===== config.mk =====
export PLATFORM = sky130hd
export DESIGN_NAME = interface_sensor_multicanal
export DESIGN_NICKNAME = d
export VERILOG_FILES = /design/src/rtl/sensor_pkg.sv /design/src/rtl/contador_cm_bcd.sv /design/src/rtl/interface_sensor_multicanal.sv
export SDC_FILE = /design/constraint.sdc
export NUM_CORES = 1
export LEC_CHECK = 0
export BUFFER_PORTS_ARGS = -buffer_cell sky130_fd_sc_hd__buf_2
export CAP_MARGIN = 25
export CORE_ASPECT_RATIO = 0.75
export CORE_MARGIN = 2
export CORE_UTILIZATION = 45
export CTS_BUF_LIST = sky130_fd_sc_hd__clkbuf_2
export CTS_CLUSTER_SIZE = 12
export DETAILED_ROUTE_END_ITERATION = 12
export SETUP_SLACK_MARGIN = 0.5
export SYNTH_ARGS = -nofsm -noshare
export SYNTH_HDL_FRONTEND = slang
export SYNTH_SLANG_ARGS = --single-unit

===== constraint.sdc =====
create_clock -name clock -period 5.9 [get_ports clock]
set_input_delay 1.475 -clock clock [delete_from_list [all_inputs] [get_ports clock]]
set_output_delay 1.475 -clock clock [all_outputs]
set_load 0.05 [all_outputs]

===== src/rtl/sensor_pkg.sv =====
// Shared state codes and BCD measurement constants for the multichannel
// ultrasonic sensor interface.
package sensor_pkg;

  typedef enum logic [3:0] {
    INICIAL       = 4'd0,
    PREPARACAO    = 4'd1,
    ENVIA_TRIGGER = 4'd2,
    ESPERA_ECHO   = 4'd3,
    MEDIDA        = 4'd4,
    ARMAZENA      = 4'd5,
    PROXIMO       = 4'd6,
    FINAL         = 4'd7
  } estado_t;

  localparam int BCD_DIGITO_W = 4;
  localparam int BCD_DIGITOS  = 3;
  localparam int MEDIDA_W     = BCD_DIGITO_W * BCD_DIGITOS;
  localparam int CANAL_W      = 3;

  localparam logic [MEDIDA_W-1:0] MEDIDA_SAT = 12'h999;

  function automatic logic [BCD_DIGITO_W-1:0] bcd_inc(input logic [BCD_DIGITO_W-1:0] d);
    return (d == 4'd9) ? '0 : d + 4'd1;
  endfunction

endpackage


===== src/rtl/contador_cm_bcd.sv =====
// Three-digit BCD centimetre counter with synchronous clear, count enable and
// saturation at 999; shared by all channels of the sensor interface.
module contador_cm_bcd
  import sensor_pkg::*;
(
  input  logic                clock,
  input  logic                reset,
  input  logic                limpa,
  input  logic                conta,
  output logic [MEDIDA_W-1:0] valor
);

  logic [BCD_DIGITOS-1:0] noves;
  logic                   habilita;

  assign habilita = conta && (valor != MEDIDA_SAT);

  for (genvar gi = 0; gi < BCD_DIGITOS; gi++) begin : g_digito
    // A digit advances when every lower digit is at 9 (ripple carry).
    localparam logic [BCD_DIGITOS-1:0] MASCARA = BCD_DIGITOS'((1 << gi) - 1);

    logic [BCD_DIGITO_W-1:0] digito_reg;
    logic                    carry_in;

    assign carry_in  = habilita && ((noves & MASCARA) == MASCARA);
    assign noves[gi] = (digito_reg == 4'd9);
    assign valor[gi*BCD_DIGITO_W +: BCD_DIGITO_W] = digito_reg;

    always_ff @(posedge clock or posedge reset) begin
      if (reset) begin
        digito_reg <= '0;
      end else if (limpa) begin
        digito_reg <= '0;
      end else if (carry_in) begin
        digito_reg <= bcd_inc(digito_reg);
      end
    end
  end

endmodule


===== src/rtl/interface_sensor_multicanal.sv =====
// Multichannel HC-SR04 interface: triggers and measures each channel in turn
// on one request, storing rounded BCD centimetres and a timeout flag per channel.
module interface_sensor_multicanal
  import sensor_pkg::*;
#(
  parameter int N_CANAIS       = 2,
  parameter int TRIGGER_CICLOS = 500,
  parameter int CICLOS_POR_CM  = 2941,
  parameter int TIMEOUT_CICLOS = 1_500_000
) (
  input  logic                         clock,
  input  logic                         reset,
  input  logic                         medir,
  input  logic [N_CANAIS-1:0]          echo,
  output logic [N_CANAIS-1:0]          trigger,
  output logic [MEDIDA_W*N_CANAIS-1:0] medidas,
  output logic [N_CANAIS-1:0]          erro,
  output logic                         pronto,
  output logic [3:0]                   db_estado,
  output logic [2:0]                   db_canal
);

  localparam int MAX_CANAIS = 1 << CANAL_W;
  localparam int TICK_W     = $clog2(CICLOS_POR_CM + 1);
  localparam int TEMPO_W    = $clog2(TIMEOUT_CICLOS + 1);
  localparam int TRIG_W     = $clog2(TRIGGER_CICLOS + 1);

  localparam logic [TICK_W-1:0]  TICK_FIM     = TICK_W'(CICLOS_POR_CM - 1);
  localparam logic [TICK_W-1:0]  TICK_INICIO  = TICK_W'(CICLOS_POR_CM / 2);
  localparam logic [TEMPO_W-1:0] TEMPO_FIM    = TEMPO_W'(TIMEOUT_CICLOS - 1);
  localparam logic [TRIG_W-1:0]  TRIG_FIM     = TRIG_W'(TRIGGER_CICLOS - 1);
  localparam logic [CANAL_W-1:0] CANAL_ULTIMO = CANAL_W'(N_CANAIS - 1);

  estado_t               estado_reg;
  logic [CANAL_W-1:0]    canal_reg;
  logic [TICK_W-1:0]     tick_reg;
  logic [TEMPO_W-1:0]    tempo_reg;
  logic [TRIG_W-1:0]     trig_cnt_reg;
  logic [N_CANAIS-1:0]   trigger_reg;
  logic                  pronto_reg;
  logic                  timeout_reg;

  logic [MAX_CANAIS-1:0] sync_pad;
  logic [MAX_CANAIS-1:0] prev_pad;
  logic                  echo_sobe;
  logic                  echo_desce;
  logic                  cm_limpa;
  logic                  cm_conta;
  logic                  grava;
  logic [MEDIDA_W-1:0]   cm_valor;

  // Synchronizers are padded to eight lanes so the channel mux index is full width.
  for (genvar gi = 0; gi < MAX_CANAIS; gi++) begin : g_sync
    if (gi < N_CANAIS) begin : g_ativo
      logic meta_reg;
      logic sync_reg;
      logic prev_reg;

      always_ff @(posedge clock or posedge reset) begin
        if (reset) begin
          meta_reg <= 1'b0;
          sync_reg <= 1'b0;
          prev_reg <= 1'b0;
        end else begin
          meta_reg <= echo[gi];
          sync_reg <= meta_reg;
          prev_reg <= sync_reg;
        end
      end

      assign sync_pad[gi] = sync_reg;
      assign prev_pad[gi] = prev_reg;
    end else begin : g_vazio
      assign sync_pad[gi] = 1'b0;
      assign prev_pad[gi] = 1'b0;
    end
  end

  assign echo_sobe  =  sync_pad[canal_reg] && !prev_pad[canal_reg];
  assign echo_desce = !sync_pad[canal_reg] &&  prev_pad[canal_reg];

  assign cm_limpa = (estado_reg == PREPARACAO);
  assign cm_conta = (estado_reg == MEDIDA) && (tick_reg == TICK_FIM);
  assign grava    = (estado_reg == ARMAZENA);

  contador_cm_bcd u_contador_cm (
    .clock (clock),
    .reset (reset),
    .limpa (cm_limpa),
    .conta (cm_conta),
    .valor (cm_valor)
  );

  always_ff @(posedge clock or posedge reset) begin
    if (reset) begin
      estado_reg   <= INICIAL;
      canal_reg    <= '0;
      tick_reg     <= '0;
      tempo_reg    <= '0;
      trig_cnt_reg <= '0;
      trigger_reg  <= '0;
      pronto_reg   <= 1'b0;
      timeout_reg  <= 1'b0;
    end else begin
      case (estado_reg)
        INICIAL: begin
          if (medir) begin
            canal_reg  <= '0;
            estado_reg <= PREPARACAO;
          end
        end
        PREPARACAO: begin
          // Preloading half a centimetre turns the truncating count into round-to-nearest.
          tick_reg     <= TICK_INICIO;
          tempo_reg    <= '0;
          trig_cnt_reg <= '0;
          timeout_reg  <= 1'b0;
          for (int i = 0; i < N_CANAIS; i++) begin
            trigger_reg[i] <= (canal_reg == CANAL_W'(i));
          end
          estado_reg <= ENVIA_TRIGGER;
        end
        ENVIA_TRIGGER: begin
          if (trig_cnt_reg == TRIG_FIM) begin
            trigger_reg <= '0;
            estado_reg  <= ESPERA_ECHO;
          end else begin
            trig_cnt_reg <= trig_cnt_reg + TRIG_W'(1);
          end
        end
        ESPERA_ECHO: begin
          if (echo_sobe) begin
            tempo_reg  <= '0;
            estado_reg <= MEDIDA;
          end else if (tempo_reg == TEMPO_FIM) begin
            timeout_reg <= 1'b1;
            estado_reg  <= ARMAZENA;
          end else begin
            tempo_reg <= tempo_reg + TEMPO_W'(1);
          end
        end
        MEDIDA: begin
          tick_reg <= (tick_reg == TICK_FIM) ? '0 : tick_reg + TICK_W'(1);
          if (echo_desce) begin
            estado_reg <= ARMAZENA;
          end else if (tempo_reg == TEMPO_FIM) begin
            timeout_reg <= 1'b1;
            estado_reg  <= ARMAZENA;
          end else begin
            tempo_reg <= tempo_reg + TEMPO_W'(1);
          end
        end
        ARMAZENA: begin
          estado_reg <= PROXIMO;
        end
        PROXIMO: begin
          if (canal_reg == CANAL_ULTIMO) begin
            pronto_reg <= 1'b1;
            estado_reg <= FINAL;
          end else begin
            canal_reg  <= canal_reg + CANAL_W'(1);
            estado_reg <= PREPARACAO;
          end
        end
        FINAL: begin
          pronto_reg <= 1'b0;
          estado_reg <= INICIAL;
        end
        default: begin
          estado_reg <= INICIAL;
        end
      endcase
    end
  end

  // Result register file: only the channel just measured is written.
  for (genvar gi = 0; gi < N_CANAIS; gi++) begin : g_canal
    logic [MEDIDA_W-1:0] medida_reg;
    logic                erro_reg;

    always_ff @(posedge clock or posedge reset) begin
      if (reset) begin
        medida_reg <= '0;
        erro_reg   <= 1'b0;
      end else if (grava && (canal_reg == CANAL_W'(gi))) begin
        if (timeout_reg) begin
          medida_reg <= MEDIDA_SAT;
          erro_reg   <= 1'b1;
        end else begin
          medida_reg <= cm_valor;
          erro_reg   <= 1'b0;
        end
      end
    end

    assign medidas[gi*MEDIDA_W +: MEDIDA_W] = medida_reg;
    assign erro[gi]                         = erro_reg;
  end

  assign trigger   = trigger_reg;
  assign pronto    = pronto_reg;
  assign db_estado = estado_reg;
  assign db_canal  = canal_reg;

endmodule

==> summary.md <==
| Metric | Value |
|---|---|
| Max-cap violations | 0 |
| Sw Ratio | 0.2921 |
| Clock skew | 0.02934 ns |
| Total congestion overflow | 0 |
| Vias in the first global route | 3,729 |
| Seq pwr share | 0.652 |
| Drt drc | 0 |
| CTS tree | yes |
| Post-synth top area cell | dfrtp_1 |
| Setup WS pre-CTS | 3.044 ns |
| Slew @ Worst Pin | 1.108 ns |
| Final setup margin | 2.720 ns |
| Max_slew headroom | 0.2555 |
| Diode count | 0 |
| Clock Sinks | 97 |
| CP max stage delay | 0.77 ns |
| Flops & latches, synth | 97 |
| RSZ-0062 raised after global routing | false |
| DRT iter0 DRCs | 355 |
| Netlist cell types | 60 |
| Mapped cell area | 4932 um^2 |
| Sum of negative setup slack | 0 ns |
| First-pass GRT wire length | 18,580 um |
| Ys async rst share | 1.000 |
| Overall routed net length | 10,940 um |
| Crit Path Max Fanout | 19 |
| Worst hold path class | reg2reg |
| Max FFs per register | 24 |
| DR vias | 3,963 |
| PostCTS Resize Cnt | 0 |
| XOR/XNOR Fraction of Synth Area | 0.02841 |
| Status | finished, final reports clean |
| Min Tclk post-route | 3.180 ns |
| Initial core utilization | 0.4559 |
| Fmax | 0.3145 GHz |
| Register area share after synthesis | 0.4921 |
| Required @ worst endpoint | 4.43 ns |
| WP data arrival | 1.70 ns |
| Pwr Total | 1.118 mW |
| Layout area overhead | 8.447% |
| DIE HEIGHT | 94.67 um |
| Top-area cell type share of the netlist area | 0.4921 |
| H-tree Lvls | 3 |
| Logic gate share of total power | 0.084 |
| Worst Setup End Kind | output port |
| Post-synthesis compound-gate area fraction | 0.1613 |
| Post-DRT Antenna Nets | 0 |
| Peak VDD IR | 0.1177 mV |
| Synth Area in Adders | 0.03298 |
| Mapped Nets | 534 |
| Initial antenna violation count | 0 |
| Share of layout cells above drive strength 1 | 0.1455 |
| # IOs | 41 |
| Setup crit start kind | register |
| Via density | 5.743 |
| Fin. max-slew vios | 0 |
| Largest family of logic cells by synthesized area | simple AND/OR/NAND/NOR gates |
| Switching pwr | 0.3266 mW |
| Root buf cell | clkbuf_2 |
| Final GP Congestion | 0.8458 |
| EDFF count, synth | 0 |
| DP HPWL | 7547 um |
| Final hold violations | 0 |
| Clk buf depth | 2 |
| Die width | 124.9 um |
| Core region area | 10,820 um^2 |
| Critical path's top delay family | flip-flops |
| Power per standard cell area | 209.1 nW/um^2 |
| Hold buffer count at cts | 0 |
| Number of I/O port buffers | 40 |
| Critical-path cell list | buf_2 |
| CTS buffer count | 9 |
| Worst-Skew Late Latency | 0.58 ns |
| Cell count after synthesis | 516 |
| Post-CTS Setup Bufs | 0 |
| Crit-path slowest cell | dfrtp_1 |
| Final period util | 0.5389 |
| # setup viols final | 0 |
| Kind of critical path | reg2out |
| Top-count cell post-synth | dfrtp_1 |
| Yosys warning count | 0 |
| # rows | 33 |
| Routed wire per std cell | 15.85 um |
| Post-synthesis mux area share | 0.01928 |
| Nets | 563 |
| Largest net degree at the start of global routing | 78 |
| Pre-antenna DRT Iters | 5 |
| GRT Total Usage | 0.1947 |
| Pleak | 2.393 nW |
| Top post-synthesis cells by area | dfrtp_1, o21ai_0, nor2_1, nand2_1, ha_1 |
| Synth Flop Type | dfrtp_1 |
| Clk pwr share | 0.264 |
| Total die area | 11,820 um^2 |
| Syn Area/Cell | 9.559 um^2 |
| Clock slew at reported path FFs | 0.25 ns |
| Synth Area in Simple Gates | 0.2250 |
| Synth cell count leaders | dfrtp_1, nor2_1, nand2_1, o21ai_0, nand3_1 |
| Buf+Inv Stages, Crit Path | 1 |
| P_int | 0.7916 mW |
## layer usage
metal	vias to the layer above	share of wire	track usage	routed length (um)
met3	9	0.060	0.04533	651
met2	121	0.42	0.2951	4625
li1	1929	-	-	-
met5	-	0	0	0
met1	1904	0.51	0.2821	5542
met4	0	0.011	0.05556	118
## area by class of cell
type                    instances  area, um^2
fillers                      1031        5469
flip-flops and latches         97        2427
multi-input cells             374        2320
repair buffers                 47       262.8
well taps                     140       175.2
inverters                      16       62.56
clock inverters                 6       51.30
clock buffers                  10       50.05
## per-stage QoR
| stage | instance area [um^2] | util | instances | hold WS (ns) |
|---|---|---|---|---|
| final | 5349 | 0.4944 | 690 | 0.3910 |
| after global routing | 5349 | 0.4944 | 690 | 0.4098 |
| after CTS | 5324 | 0.4921 | 688 | 0.3973 |
| after detailed placement | 5223 | 0.4828 | 672 | 0.3449 |
| after global placement | 5223 | 0.4828 | 672 | 0.3336 |
| after floorplan | 4932 | - | 516 | 0.3312 |
## cell usage in the layout, fill, tap and decap left out, types with 3 or more instances in the layout
cell type / n
dfrtp_1: 97
nor2_1: 54
nand2_1: 48
o21ai_0: 47
buf_2: 41
nand3_1: 29
a21oi_1: 22
inv_1: 15
xor2_1: 13
ha_1: 13
o31ai_1: 11
nand4_1: 10
clkbuf_2: 10
nand2b_1: 8
or4_1: 8
nor3_1: 7
nor4_1: 7
nor2b_1: 6
o211ai_1: 6
mux2i_1: 5
o2111ai_1: 5
o311ai_0: 5
buf_4: 5
nand4b_1: 4
nor4b_1: 4
o41ai_1: 4
mux2_2: 4
a31oi_1: 4
or2_2: 4
and3_1: 4
and3b_1: 3
xnor2_1: 3
clkinvlp_4: 3
## final timing paths
check / to / slack [ns] / startpoint / depth (start not counted)
min in group asynchronous: g_canal[1].medida_reg[11] / 0.77 / reset / 2
worst min-delay path: g_sync[0].g_ativo.sync_reg / 0.39 / g_sync[0].g_ativo.meta_reg / 0
max in group asynchronous: tick_reg[2] / 4.10 / reset / 4
worst max register to register: tempo_reg[3] / 3.22 / db_estado[2] / 5
worst max-delay path: db_estado[2] / 2.72 / db_estado[2] / 1
worst min register to register: g_sync[0].g_ativo.sync_reg / 0.39 / g_sync[0].g_ativo.meta_reg / 0
## power by group through the flow
stage	logic [mW]	clock network [mW]	registers, mW
global placement	0.0905	0	0.738
CTS	0.0942	0.315	0.729
global route	0.108	0.339	0.735
detailed placement	0.0943	0	0.739
finish	0.0939	0.295	0.729
floorplan	0.0640	0	0.741
## cells by family after synthesis
group / after synthesis
compound gates: 123
mux: 9
other cells: 1
flops: 97
buf+inv: 45
xor+xnor: 16
fa+ha+maj: 13
simple gates: 212
No activity file was read; power rests on OpenSTA's default activity.
